`src/rtl/mips_cpu_bus_bridge.sv`:
```
// Serialises the Harvard CPU's instr/data ports onto one word-addressed bus; one cpu_clk_enable pulse per instruction.
// Latency 3 cycles/instruction plus 1 per waitrequest cycle; holds requests under waitrequest, halts after WAIT_LIMIT stalls.
module mips_cpu_bus_bridge #(
  parameter int WAIT_LIMIT = 16
) (
  input  logic        clk,
  input  logic        reset,
  output logic        cpu_clk_enable,
  input  logic        cpu_active,
  input  logic [31:0] cpu_instr_address,
  output logic [31:0] cpu_instr_readdata,
  input  logic [31:0] cpu_data_address,
  input  logic        cpu_data_read,
  input  logic        cpu_data_write,
  input  logic [31:0] cpu_data_writedata,
  output logic [31:0] cpu_data_readdata,
  output logic [31:0] address,
  output logic        read,
  output logic        write,
  output logic [31:0] writedata,
  output logic [3:0]  byteenable,
  input  logic        waitrequest,
  input  logic [31:0] readdata,
  output logic        bus_error,
  output logic        halted
);

  localparam int CW = $clog2(WAIT_LIMIT + 1);

  typedef enum logic [1:0] {FETCH, DATA, COMMIT, HALT} state_t;

  state_t        r_state;
  state_t        w_state_nxt;
  logic [CW-1:0] r_wait_cnt;
  logic [31:0]   r_instr;
  logic [31:0]   r_data;
  logic          r_bus_error;
  logic          w_read;
  logic          w_write;
  logic [31:0]   w_addr;
  logic          w_set_err;
  logic          w_unused;

  always_ff @(posedge clk) begin
    if (reset) r_state <= FETCH;
    else       r_state <= w_state_nxt;
  end

  always_comb begin
    w_state_nxt = r_state;
    w_read      = 1'b0;
    w_write     = 1'b0;
    w_addr      = 32'h0;
    w_set_err   = 1'b0;
    case (r_state)
      FETCH: begin
        if (!cpu_active) begin
          w_state_nxt = HALT;
        end else begin
          w_read = 1'b1;
          w_addr = {cpu_instr_address[31:2], 2'b00};
        end
      end
      DATA: begin
        // a store and a load together is a CPU fault: the store goes out, the error is recorded
        w_write   = cpu_data_write;
        w_read    = cpu_data_read & ~cpu_data_write;
        w_addr    = {cpu_data_address[31:2], 2'b00};
        w_set_err = cpu_data_read & cpu_data_write;
        if (!(w_read | w_write)) w_state_nxt = COMMIT;
      end
      COMMIT:  w_state_nxt = FETCH;
      default: w_state_nxt = HALT;
    endcase
    if (w_read | w_write) begin
      if (!waitrequest) begin
        w_state_nxt = (r_state == FETCH) ? DATA : COMMIT;
      end else if (r_wait_cnt == CW'(WAIT_LIMIT - 1)) begin
        // this is the last stall we tolerate; request is gone next cycle
        w_state_nxt = HALT;
        w_set_err   = 1'b1;
      end
    end
  end

  always_ff @(posedge clk) begin
    if (reset) begin
      r_instr     <= 32'h0;
      r_data      <= 32'h0;
      r_wait_cnt  <= '0;
      r_bus_error <= 1'b0;
    end else begin
      if (r_state == FETCH && w_read && !waitrequest) r_instr <= readdata;
      if (r_state == DATA && w_read && !waitrequest)  r_data  <= readdata;
      if (w_set_err) r_bus_error <= 1'b1;
      if (w_state_nxt != r_state)            r_wait_cnt <= '0;
      else if ((w_read | w_write) && waitrequest) r_wait_cnt <= r_wait_cnt + CW'(1);
    end
  end

  assign read               = w_read & ~reset;
  assign write              = w_write & ~reset;
  assign address            = reset ? 32'h0 : w_addr;
  assign writedata          = (r_state == DATA && !reset) ? cpu_data_writedata : 32'h0;
  assign byteenable         = (read | write) ? 4'hF : 4'h0;
  assign cpu_clk_enable     = (r_state == COMMIT) & ~reset;
  assign halted             = (r_state == HALT) & ~reset;
  assign bus_error          = r_bus_error & ~reset;
  assign cpu_instr_readdata = r_instr;
  assign cpu_data_readdata  = r_data;

  assign w_unused = ^{cpu_instr_address[1:0], cpu_data_address[1:0]};

endmodule

```
`config.mk`:
```
export PLATFORM = sky130hd
export DESIGN_NAME = mips_cpu_bus_bridge
export DESIGN_NICKNAME = d
export VERILOG_FILES = /design/src/rtl/mips_cpu_bus_bridge.sv
export SDC_FILE = /design/constraint.sdc
export NUM_CORES = 1
export LEC_CHECK = 0
export ABC_CLOCK_PERIOD_IN_PS = 4300
export CELL_PAD_IN_SITES_DETAIL_PLACEMENT = 0
export CELL_PAD_IN_SITES_GLOBAL_PLACEMENT = 2
export CORE_MARGIN = 2
export CORE_UTILIZATION = 17
export DETAILED_ROUTE_END_ITERATION = 10
export HOLD_SLACK_MARGIN = 0.08
export PLACE_DENSITY = 0.85
export RECOVER_POWER = 25
export SYNTH_ARGS = -nofsm -noshare
export SYNTH_HDL_FRONTEND = slang
export SYNTH_SLANG_ARGS = --single-unit
```
`constraint.sdc`:
```
create_clock -name clk -period 4.3 [get_ports clk]
set_input_delay 0.43 -clock clk [delete_from_list [all_inputs] [get_ports clk]]
set_output_delay 0.43 -clock clk [all_outputs]
set_load 0.05 [all_outputs]
```
==> flow_metrics.tcl <==
set metrics [dict create \
    dr.pass1.iters 4 \
    antenna_found_initial 0 \
    top_usage_layer "met2" \
    cts_root_buf "clkbuf_16" \
    synth_xor_area_frac 0.007681 \
    final_util 0.3336 \
    grt_max_degree 74 \
    grt_pass1_vias 3832 \
    synthMuxAreaShare 0.002926 \
    crit_required_ns 3.87 \
    drv_cap 2 \
    use_met3 0.03730 \
    r2r_start "r_state[0]$_SDFF_PP0_" \
    grt_pass1_wl_mm 20.89 \
    initialDrtViolationCount 169 \
    synthSimpleGateAreaFrac 0.2904 \
    ir_drop_mv 0.1278 \
    routed_wl_mm 13.58 \
    synth-compound-area-share 0.1950 \
    diodes 0 \
    slew-limit-headroom -0.1768 \
    max_freq_mhz 281.5 \
    synth_sequential_area_ratio 0.4214 \
    htreeDepth 3 \
    clk_latency_ns 0.34 \
    dr_total_vias 4009 \
    syn_area_um2 3421 \
    post_cts_resized 0 \
    finClkSkew_ns 0.004585 \
    initial_core_util 0.1746 \
    die_w_um 145.9 \
    antenna_left 0 \
    p_leak_nw 2.321 \
    gp_congestion 0.7310 \
    endpoint_kind "output port" \
    synthCells 459 \
    fin_setup_tns_ns 0 \
    syn_to_final_growth_pct 91.04 \
    ys_warn_count 0 \
    holdBufCountCts 0 \
    gr-total-overflow 0 \
    violations "capacitance limit, slew limit" \
    period_needed_ns 3.552 \
    hpwl_mm 9.691 \
    wl_per_cell_um 14.02 \
    synth_top_family_by_area "simple AND/OR/NAND/NOR gates" \
    core-area_um2 19590 \
    multi_input_area_um2 1727 \
    cpPeakStageDelay_ns 0.81 \
    hold_start "cpu_data_readdata[1]$_SDFFE_PP0P_" \
    worstMarginPinSlew_ns 1.765 \
    ys_types 39 \
    drive_above_1_share 0.04836 \
    portBuffers 264 \
    crit_path_top_delay_cell "clkdlybuf4s50_1" \
    post_cts_buffers 0 \
    clk_pin_slew_ns 0.05 \
    path_max_fanout 30 \
    post-route-period-util 0.8261 \
    pin_count 271 \
    gr-usage-met1 0.1537 \
    synth.avg_cell_area_um2 7.453 \
    cts_inserted_buffers 9 \
    cp_cell_sequence "dlygate4sd3_1 > nor3b_1 > buf_4 > a22oi_1 > nor2_1 > clkdlybuf4s50_1" \
    cp-start-kind "input port" \
    cts_tree "built" \
    die_h_um 145.9 \
    report.final.slew_viol_count 66 \
    cts_sinks 72 \
    n_fill_cell 2079 \
    drc 0 \
    rsz0062_at_grt "false" \
    hold_viol_final 0 \
    nets 834 \
    synth_seq_cells 72 \
    crit_type "input port to output port" \
    use_met2 0.1941 \
    critPathLaunch "cpu_active" \
    clockBufferDepth 2 \
    dieArea_um2 21270 \
    rows 51 \
    status "finished, violations left" \
    seq_area_um2 1441 \
    setup_viol 0 \
    grt_util_all_layers 0.1234 \
    cp_data_arrival_time_ns 3.12 \
    power_density_nw_per_um2 327.9 \
    vias_per_cell 4.142 \
    min_path_type "flip-flop to flip-flop" \
    synthAdderAreaFrac 0.007315 \
]
## cell usage after synthesis, drive strengths merged
| master | number | area (um2) |
|---|---|---|
| a211oi | 2 | 25.02 |
| a21o | 1 | 7.510 |
| a21oi | 66 | 330.3 |
| a221oi | 1 | 8.760 |
| a22oi | 30 | 225.2 |
| a31oi | 2 | 12.51 |
| a41oi | 1 | 16.27 |
| and2 | 1 | 6.260 |
| and3 | 33 | 206.5 |
| and4 | 1 | 8.760 |
| buf | 21 | 145.1 |
| clkbuf | 25 | 93.84 |
| conb | 1 | 3.750 |
| dfxtp | 72 | 1441 |
| ha | 2 | 25.02 |
| inv | 4 | 15.01 |
| mux2i | 1 | 10.01 |
| nand2 | 130 | 488.0 |
| nand2b | 1 | 6.260 |
| nand3 | 1 | 5.000 |
| nand4 | 3 | 18.77 |
| nor2 | 39 | 146.4 |
| nor2b | 3 | 18.77 |
| nor3 | 2 | 15.01 |
| nor3b | 4 | 40.03 |
| nor4 | 1 | 6.260 |
| o21ai | 1 | 5.000 |
| o21bai | 2 | 15.01 |
| o31ai | 1 | 21.27 |
| or2 | 3 | 18.77 |
| or3b | 1 | 8.760 |
| xnor2 | 2 | 17.52 |
| xor2 | 1 | 8.760 |
## power by group
part / internal [mW] / leakage, nW / switching, mW
clock: 0.523 / 0.152 / 0.290
combinational: 0.253 / 1.59 / 0.376
sequential: 0.689 / 0.583 / 0.0125
total: 1.46 / 2.32 / 0.678
## layer usage
metal | vias to the layer above | routed length, um
met3 | 19 | 1097
met5 | - | 0
met1 | 1789 | 5954
met2 | 186 | 6203
met4 | 0 | 319
li1 | 2015 | -
## state kept, by name, summed over array words and instances, names as in the netlist
signal              flops
r_wait_cnt              5
cpu_data_readdata      32
r_bus_error             1
cpu_instr_readdata     32
r_state                 2
## stage by stage
step / setup slack [ns] / area, um2 / hold slack, ns / power, mW / instances
2_1_floorplan: 1.209 / 3425 / 0.4769 / 1.086 / 460
3_3_place_gp: 1.057 / 6231 / 0.4425 / 1.354 / 952
3_5_place_dp: 1.071 / 6231 / 0.4459 / 1.352 / 952
4_1_cts: 1.056 / 6554 / 0.4539 / 2.184 / 968
5_1_grt: 0.6497 / 6535 / 0.4690 / 2.242 / 968
6_report: 0.7480 / 6535 / 0.4497 / 2.143 / 968
## cells by family after synthesis
logic type / count (synthesis)
AO/OA/AOI/OAI: 107
XOR/XNOR: 3
adder cells (fa/ha/maj): 2
buffers and inverters: 50
flip-flops: 72
multiplexers: 1
other: 1
AND/OR/NAND/NOR: 223
## cell usage in the layout, fill, tap and decap left out, types with 7 or more instances in the layout
cell / count
dfxtp_1: 72
and3_1: 33
a21oi_1: 66
a22oi_1: 30
nor2_1: 39
clkdlybuf4s50_1: 261
clkbuf_16: 9
buf_4: 7
nand2_1: 130
## worst max-delay path, delay by kind of cell
family          cells  cell delay, ns
compound gates      1            0.20
buf+inv             3            1.84
simple gates        2            0.63
## path summary, 6_finish.rpt
check	end	slack, ns	cells after the start
max	address[28]	0.75	6
min	cpu_data_readdata[1]$_SDFFE_PP0P_	0.45	2
max reg2reg	cpu_instr_readdata[31]$_SDFFE_PP0P_	1.42	6
min reg2reg	cpu_data_readdata[1]$_SDFFE_PP0P_	0.45	2
## layout make-up
cell class,instances,share of cell area
repair buffers,273,0.4128
multi-input cells,338,0.2642
flip-flops and latches,72,0.2206
well taps,265,0.05074
clock buffers,11,0.03714
clock inverters,5,0.01225
inverters,4,0.002298
Note: power is estimated with default switching activity, not from simulation.
